===== config.mk =====
export PLATFORM = sky130hd
export DESIGN_NAME = lsb_first_serializer
export DESIGN_NICKNAME = d
export VERILOG_FILES = /design/src/rtl/serializer_defs_pkg.sv /design/src/rtl/serializer_bit_counter.sv /design/src/rtl/lsb_first_serializer.sv
export SDC_FILE = /design/constraint.sdc
export NUM_CORES = 1
export LEC_CHECK = 0
export BUFFER_PORTS_ARGS = -buffer_cell sky130_fd_sc_hd__buf_2
export CAP_MARGIN = 20
export CORE_MARGIN = 2
export CORE_UTILIZATION = 44
export DETAILED_ROUTE_END_ITERATION = 16
export MAX_ROUTING_LAYER = met4
export PLACE_DENSITY = 0.79
export SKIP_LAST_GASP = 1
export SLEW_MARGIN = 20
export SYNTH_ARGS = -nofsm -noshare
export SYNTH_HDL_FRONTEND = slang
export SYNTH_SLANG_ARGS = --single-unit
export TNS_END_PERCENT = 20

===== constraint.sdc =====
create_clock -name clk -period 1.39 [get_ports clk]
set_input_delay 0 -clock clk [delete_from_list [all_inputs] [get_ports clk]]
set_output_delay 0 -clock clk [all_outputs]
set_load 0.02 [all_outputs]

===== src/rtl/serializer_defs_pkg.sv =====
// Shared definitions for the LSB-first serializer: FSM state encodings and
// the frame-length helper. Honours the SERIALIZER_PARITY_EN build macro.
package serializer_defs;

    // 2-bit state encodings, kept as plain constants for legacy tools.
    localparam logic [1:0] ST_IDLE   = 2'd0;
    localparam logic [1:0] ST_SHIFT  = 2'd1;
    localparam logic [1:0] ST_PARITY = 2'd2;

`ifdef SERIALIZER_PARITY_EN
    localparam bit PARITY_EN = 1'b1;
`else
    localparam bit PARITY_EN = 1'b0;
`endif

    // Number of serial bits per frame: data bits plus the optional parity slot.
    function automatic int unsigned FRAME_LEN(input int unsigned width);
        return PARITY_EN ? (width + 1) : width;
    endfunction

endpackage


===== src/rtl/serializer_bit_counter.sv =====
// Frame bit counter for the LSB-first serializer.
// Synchronous clear has priority over increment; tc_o flags count == TERM.
module serializer_bit_counter #(
    parameter int unsigned CNT_W = 4,
    parameter int unsigned TERM  = 7
) (
    input  logic             clk,
    input  logic             rst_n,
    input  logic             clr_i,
    input  logic             inc_i,
    output logic [CNT_W-1:0] count_o,
    output logic             tc_o
);

    logic [CNT_W-1:0] count_q, count_d;

    // Next count: clear wins, otherwise step by one when asked.
    always_comb begin
        count_d = count_q;
        if (clr_i) begin
            count_d = '0;
        end else if (inc_i) begin
            count_d = count_q + 1'b1;
        end
    end

    // Counter register, async active-low reset.
    always_ff @(posedge clk or negedge rst_n) begin
        if (!rst_n) begin
            count_q <= '0;
        end else begin
            count_q <= count_d;
        end
    end

    // Output view of the count and its terminal value.
    always_comb begin
        count_o = count_q;
        tc_o    = (count_q == CNT_W'(TERM));
    end

endmodule


===== src/rtl/lsb_first_serializer.sv =====
// LSB-first serializer: takes one parallel word per valid/ready handshake and
// shifts it out one bit per clock, bit 0 first, with first/last frame markers.
// Build option: define SERIALIZER_PARITY_EN to append an even-parity bit to
// every frame (frame becomes WIDTH+1 bits, ser_last moves to the parity bit).
module lsb_first_serializer
    import serializer_defs::*;
#(
    parameter int unsigned WIDTH = 8,
    parameter int unsigned CNT_W = 4
) (
    input  logic             clk,
    input  logic             rst_n,
    input  logic [WIDTH-1:0] in_data,
    input  logic             in_valid,
    output logic             in_ready,
    output logic             ser_out,
    output logic             ser_valid,
    output logic             ser_first,
    output logic             ser_last,
    output logic             busy
);

    // Counter value carried by the final frame bit (data MSB or parity slot).
    localparam int unsigned LAST_IDX = FRAME_LEN(WIDTH) - 1;

    logic [1:0]       state_q, state_d;
    logic [WIDTH-1:0] shift_q, shift_d;
`ifdef SERIALIZER_PARITY_EN
    logic             parity_q, parity_d;
`endif

    logic [CNT_W-1:0] count;
    logic             count_tc;
    logic             cnt_clr;
    logic             cnt_inc;
    logic             last_data;
    logic             accept;

    serializer_bit_counter #(
        .CNT_W (CNT_W),
        .TERM  (WIDTH - 1)
    ) u_bit_counter (
        .clk     (clk),
        .rst_n   (rst_n),
        .clr_i   (cnt_clr),
        .inc_i   (cnt_inc),
        .count_o (count),
        .tc_o    (count_tc)
    );

    // Output flags decoded from state and bit position.
    always_comb begin
        busy      = (state_q != ST_IDLE);
        ser_valid = busy;
        ser_first = (state_q == ST_SHIFT) && (count == '0);
        ser_last  = busy && (count == CNT_W'(LAST_IDX));
        // Ready while idle and on the last frame bit, so frames can abut.
        in_ready  = (state_q == ST_IDLE) || ser_last;
        ser_out   = 1'b0;
        if (state_q == ST_SHIFT) begin
            ser_out = shift_q[0];
        end
`ifdef SERIALIZER_PARITY_EN
        if (state_q == ST_PARITY) begin
            ser_out = parity_q;
        end
`endif
    end

    // Handshake and last-data-bit detection.
    always_comb begin
        accept    = in_valid && in_ready;
        last_data = (state_q == ST_SHIFT) && count_tc;
    end

    // FSM, shift register and counter control.
    always_comb begin
        state_d = state_q;
        shift_d = shift_q;
        cnt_clr = 1'b0;
        cnt_inc = 1'b0;
`ifdef SERIALIZER_PARITY_EN
        parity_d = parity_q;
`endif

        case (state_q)
            ST_IDLE: begin
            end
            ST_SHIFT: begin
                if (!last_data) begin
                    shift_d = shift_q >> 1;
                    cnt_inc = 1'b1;
                end else begin
`ifdef SERIALIZER_PARITY_EN
                    state_d = ST_PARITY;
                    shift_d = '0;
                    cnt_inc = 1'b1;
`else
                    state_d = ST_IDLE;
                    shift_d = '0;
                    cnt_clr = 1'b1;
`endif
                end
            end
`ifdef SERIALIZER_PARITY_EN
            ST_PARITY: begin
                state_d  = ST_IDLE;
                shift_d  = '0;
                parity_d = 1'b0;
                cnt_clr  = 1'b1;
            end
`endif
            default: begin
                state_d = ST_IDLE;
                shift_d = '0;
                cnt_clr = 1'b1;
            end
        endcase

        // A new word (only possible when idle or on the last frame bit)
        // overrides the end-of-frame transition and restarts at bit 0.
        if (accept) begin
            state_d = ST_SHIFT;
            shift_d = in_data;
            cnt_clr = 1'b1;
            cnt_inc = 1'b0;
`ifdef SERIALIZER_PARITY_EN
            parity_d = ^in_data;
`endif
        end
    end

    // State registers; reset abandons any frame in progress.
    always_ff @(posedge clk or negedge rst_n) begin
        if (!rst_n) begin
            state_q  <= ST_IDLE;
            shift_q  <= '0;
`ifdef SERIALIZER_PARITY_EN
            parity_q <= 1'b0;
`endif
        end else begin
            state_q  <= state_d;
            shift_q  <= shift_d;
`ifdef SERIALIZER_PARITY_EN
            parity_q <= parity_d;
`endif
        end
    end

endmodule


# == After elaboration in Yosys (flattened, before gate mapping) ==
# Index checks and enable logic that the tools add are counted.
# op_classes
eq_ne,4
n_mux,15
addsub,1
reduce_logical,10
# ops
operator,count
$pmux W8 S2,1
$mux W4,2
$mux W8,1
$mux W7,1
$mux W1,6
$add A4 B1 Y4 const B,1
$eq A4 B3 Y1 const B,1
$logic_and A1 B1 Y1,4
$logic_not A4 Y1,1
$mux W2,2
$pmux W2 S2,1
$reduce_bool A2 Y1,2
$ne A3 B3 Y1 const B,1
$eq A2 B1 Y1 const B,1
$logic_not A2 Y1,1
$ne A2 B2 Y1 const B,1
$pmux W1 S2,1
$reduce_and A2 Y1,1
$logic_or A1 B1 Y1,1
# totals
regBits,14
input_bits,11
wordCells,33

# == Longest topological paths before layout ==
# depth
word_depth,7
depth_mapped,6
depth_no_buf,5

# == By module ==
# Synthesis repeated with hierarchy kept, for this count alone.
# unflattened
hier_cells,59
hier_area_um2,693.2
# by_module_without_submodules
mod,cells_per_inst,area_per_inst_um2,instances
lsb_first_serializer,41,493.0,1
serializer_bit_counter,18,200.2,1

# == Worst setup path before layout ==
# Ideal clock, no wire load.
# synth_path
path_type,register to output
from,register state_q[0]
to,output ser_first
setup_slack_ns,-0.044
required_time_ns,1.390
path_buffers,0
arrival_time_ns,1.434
path_stages_with_launch,3
cell_sequence,dfrtp_1 > inv_1 > nor4b_1
# synth_between
elab_chain_cells,2
# synth_rtl
item,line_no,source
start: declaration,lsb_first_serializer.sv:26,"logic [1:0] state_q, state_d;"
start signal: assignment,lsb_first_serializer.sv:142,state_q <= state_d;
$eq A2 B1 Y1,lsb_first_serializer.sv:55,ser_first = (state_q == ST_SHIFT) && (count == '0);
$logic_and A1 B1 Y1,lsb_first_serializer.sv:55,
end: declaration,lsb_first_serializer.sv:18,"output logic ser_first,"
# No other way between the ends.

# == Worst setup path after layout ==
# layout_path
from,register u_bit_counter.count_q[1] (netlist: u_bit_counter.count_o[1])
to,output in_ready
# layout_between
elab_chain_cells,3
# layout_rtl
item,line_no,source
start: declaration,serializer_bit_counter.sv:15,"logic [CNT_W-1:0] count_q, count_d;"
start signal: assignment,serializer_bit_counter.sv:32,count_q <= count_d;
$eq A4 B3 Y1,lsb_first_serializer.sv:56,ser_last = busy && (count == CNT_W'(LAST_IDX));
$logic_and A1 B1 Y1,lsb_first_serializer.sv:56,
$logic_or A1 B1 Y1,lsb_first_serializer.sv:58,in_ready = (state_q == ST_IDLE) || ser_last;
end: declaration,lsb_first_serializer.sv:15,"output logic in_ready,"
# No other way between the ends.

==> impl_metrics.yaml <==
run_status:
  run_status: "complete, no violations"
die:
  die_w_um: 42.1
  initial_core_util: 0.478
  die_area_mm2: 0.00177
  rows: 13
  io_pins: 17
  die_height_um: 42.1
  core_mm2: 0.00133
worst_setup_path:
  endpoint: "in_ready"
  start_kind: "flip-flop"
  r2r_start: "u_bit_counter.count_o[1]"
  cp.required_ns: 1.39
  timing.rr.end: "shift_q[5]"
  r2r_slack_ns: 0.02
  path_class: "reg -> out"
  path_max_fanout: 5
  reg2regPathDepth: 4
  critPathLaunch: "u_bit_counter.count_o[1]"
  endpoint_kind: "output port"
  crit_arrival_ns: 1.38
timing:
  maxSlewViolCount: 0
  final-hold-violation-count: 0
  slew_headroom: 0.782
  fmax_mhz: 726
  setup_violations: 0
  rsz0062_at_grt: "true"
  tightestPinTransition_ns: 0.328
  fin_crit_sh: 0.990
  period_needed_ns: 1.38
  finClkSkew_ns: 0.00227
yosys:
  syn_nets: 72
  synth_top_flop_cell: "dfrtp_1"
  synth-simple-area-share: 0.173
  avgSynthCellArea_um2: 10.8
  synth-compound-area-share: 0.178
  synth_top_family_by_area: "compound AO/OA/AOI/OAI gates"
  syn_inst: 59
  yosysWarnings: 0
  synth_edf_count: 0
  ys_ff_latch: 13
  ys_types: 20
  async_flop_share: 1.00
  synthXorXnorAreaFrac: 0.0137
  syn_area_um2: 638
  synthAdderAreaFrac: 0.0392
  ys_seq_area_frac: 0.510
  synthMuxAreaShare: 0.0157
finish:
  utilization: 0.741
  drive_above_1_share: 0.417
  nets: 110
  syn_to_final_growth_pct: 54.9
  n_antenna_cell: 0
  stdcell_area_um2: 988
  layout_commonest_cell: "buf_2"
  final_cell_mix: "buf_2 (14), dfrtp_1 (12), dlygate4sd3_1 (10)"
routing:
  firstDrtPassIters: 7
  viasPerCell: 5.21
  dr.first_iter.drc_count: 19
  finalWirelength_um: 1520
  drcViolationCount: 0
  routedWlPerCell_um: 13.7
  vias: 578
  route.antenna.remaining_nets: 0
global_route:
  grt_antenna_before_repair: 0
  grt_max_degree: 14
  grt_first_pass_wirelength_um: 2560
  gr-usage-all-layers: 0.208
  grt_pass1_vias: 566
  overflow: 0
clocking:
  root_buffer: "clkbuf_4"
  clock_latency_ns: 0.27
  clock_sinks: 13
  cts_buffers: 3
  clock_path_buffers: 2
  cts_tree: "yes"
  clk_pin_slew_ns: 0.08
  htreeDepth: 1
min_path:
  hp-class: "in -> async"
place:
  dp.final_hpwl_um: 1060
  place_congestion: 0.742
  port_buffers: 16
  dpl_cell_area_um2: 773
pwr:
  ir_drop_mv: 1.43
  total_power_uw: 1870
  power.static_leakage_uw: 0.000498
  power_density_mw_per_mm2: 1890
flow_run:
  maxCapViolCount: 0
-- synth_stat cells (2+ instances only) --
| cell | n | area (µm²) |
|---|---|---|
| dfrtp_1 | 13 | 325 |
| and2_1 | 8 | 50.1 |
| a221o_1 | 7 | 70.1 |
| inv_1 | 6 | 22.5 |
| nand2_1 | 5 | 18.8 |
| o21ai_0 | 3 | 15.0 |
| a21oi_1 | 2 | 10.0 |
| ha_1 | 2 | 25.0 |
| nor2_1 | 2 | 7.51 |
-- through the flow --
step / TNS [ns] / hold WS, ns / instances / worst slack, ns
6_report: 0 / 0.166 / 111 / 0.0133
3_5_place_dp: -0.135 / -0.104 / 94 / -0.0342
2_1_floorplan: -0.222 / -0.296 / 59 / -0.0317
3_3_place_gp: 0 / -0.106 / 94 / 0.0553
4_1_cts: -0.0756 / 0.135 / 110 / -0.0501
5_1_grt: -0.109 / 0.185 / 111 / -0.0391
-- registers in the layout, summed over array words and instances, names as in the netlist --
| name | count |
|---|---|
| u_bit_counter.count_o | 4 |
| state_q | 1 |
| shift_q | 8 |
-- power by group --
group | switching (µW) | internal [µW]
Combinational | 451 | 535
Clock | 123 | 111
Sequential | 121 | 525
-- per-layer routing --
layer  part of all wire  up-vias  track usage  routed length, µm
met5                  0        -            -                  0
met4             0.0033        0       0.0563                  5
met3              0.045        2       0.0819                 69
met2               0.50       19        0.316                766
met1               0.45      274        0.260                681
li1                   -      283            -                  -
-- logic make-up (layout without fill, tap and decap cells) --
family,Yosys count,after routing
DFF,13,13
xor gates and xnor gates,1,1
adders and majority gates,2,2
muxes,1,1
AOI/OAI and AO/OA,14,14
and+or+nand+nor,19,20
buffers and inverters,9,45
-- final cells by class --
type                       instances  area (µm²)
multi-input combinational         38         329
inverter                           6        27.5
timing repair buffer              35         260
fill                              98         345
sequential                        13         327
tap                               15        18.8
clock buffer                       4        26.3
-- critical path, cell delays in order, from the launching register on --
cell	delay, ns
dfrtp_1	0.43
ha_4	0.19
nand3b_4	0.09
and2_4	0.19
inv_2	0.05
buf_4	0.15
-- worst min-delay path by stage --
| stage | startpoint | endpoint | slack [ns] |
|---|---|---|---|
| after floorplan | rst_n | shift_q[0] | -0.30 |
| after global placement | rst_n | u_bit_counter.count_o[3] | -0.11 |
| after detailed placement | rst_n | u_bit_counter.count_o[1] | -0.10 |
| after CTS | rst_n | u_bit_counter.count_o[1] | 0.14 |
| after global routing | rst_n | u_bit_counter.count_o[1] | 0.19 |
| final | rst_n | u_bit_counter.count_o[0] | 0.17 |
-- what timing repair did --
| action | 4_1_cts | 5_1_grt |
|---|---|---|
| hold buffers | 10 | 0 |
| pin swaps | 0 | 2 |
| endpoints found under the setup margin | 8 | 9 |
| buffers inserted | 1 | 1 |
| gates cloned | 1 | 0 |
| hold endpoints to repair | 22 | 0 |
| gates resized for setup | 1 | 17 |
(Power assumes the default switching activity.)
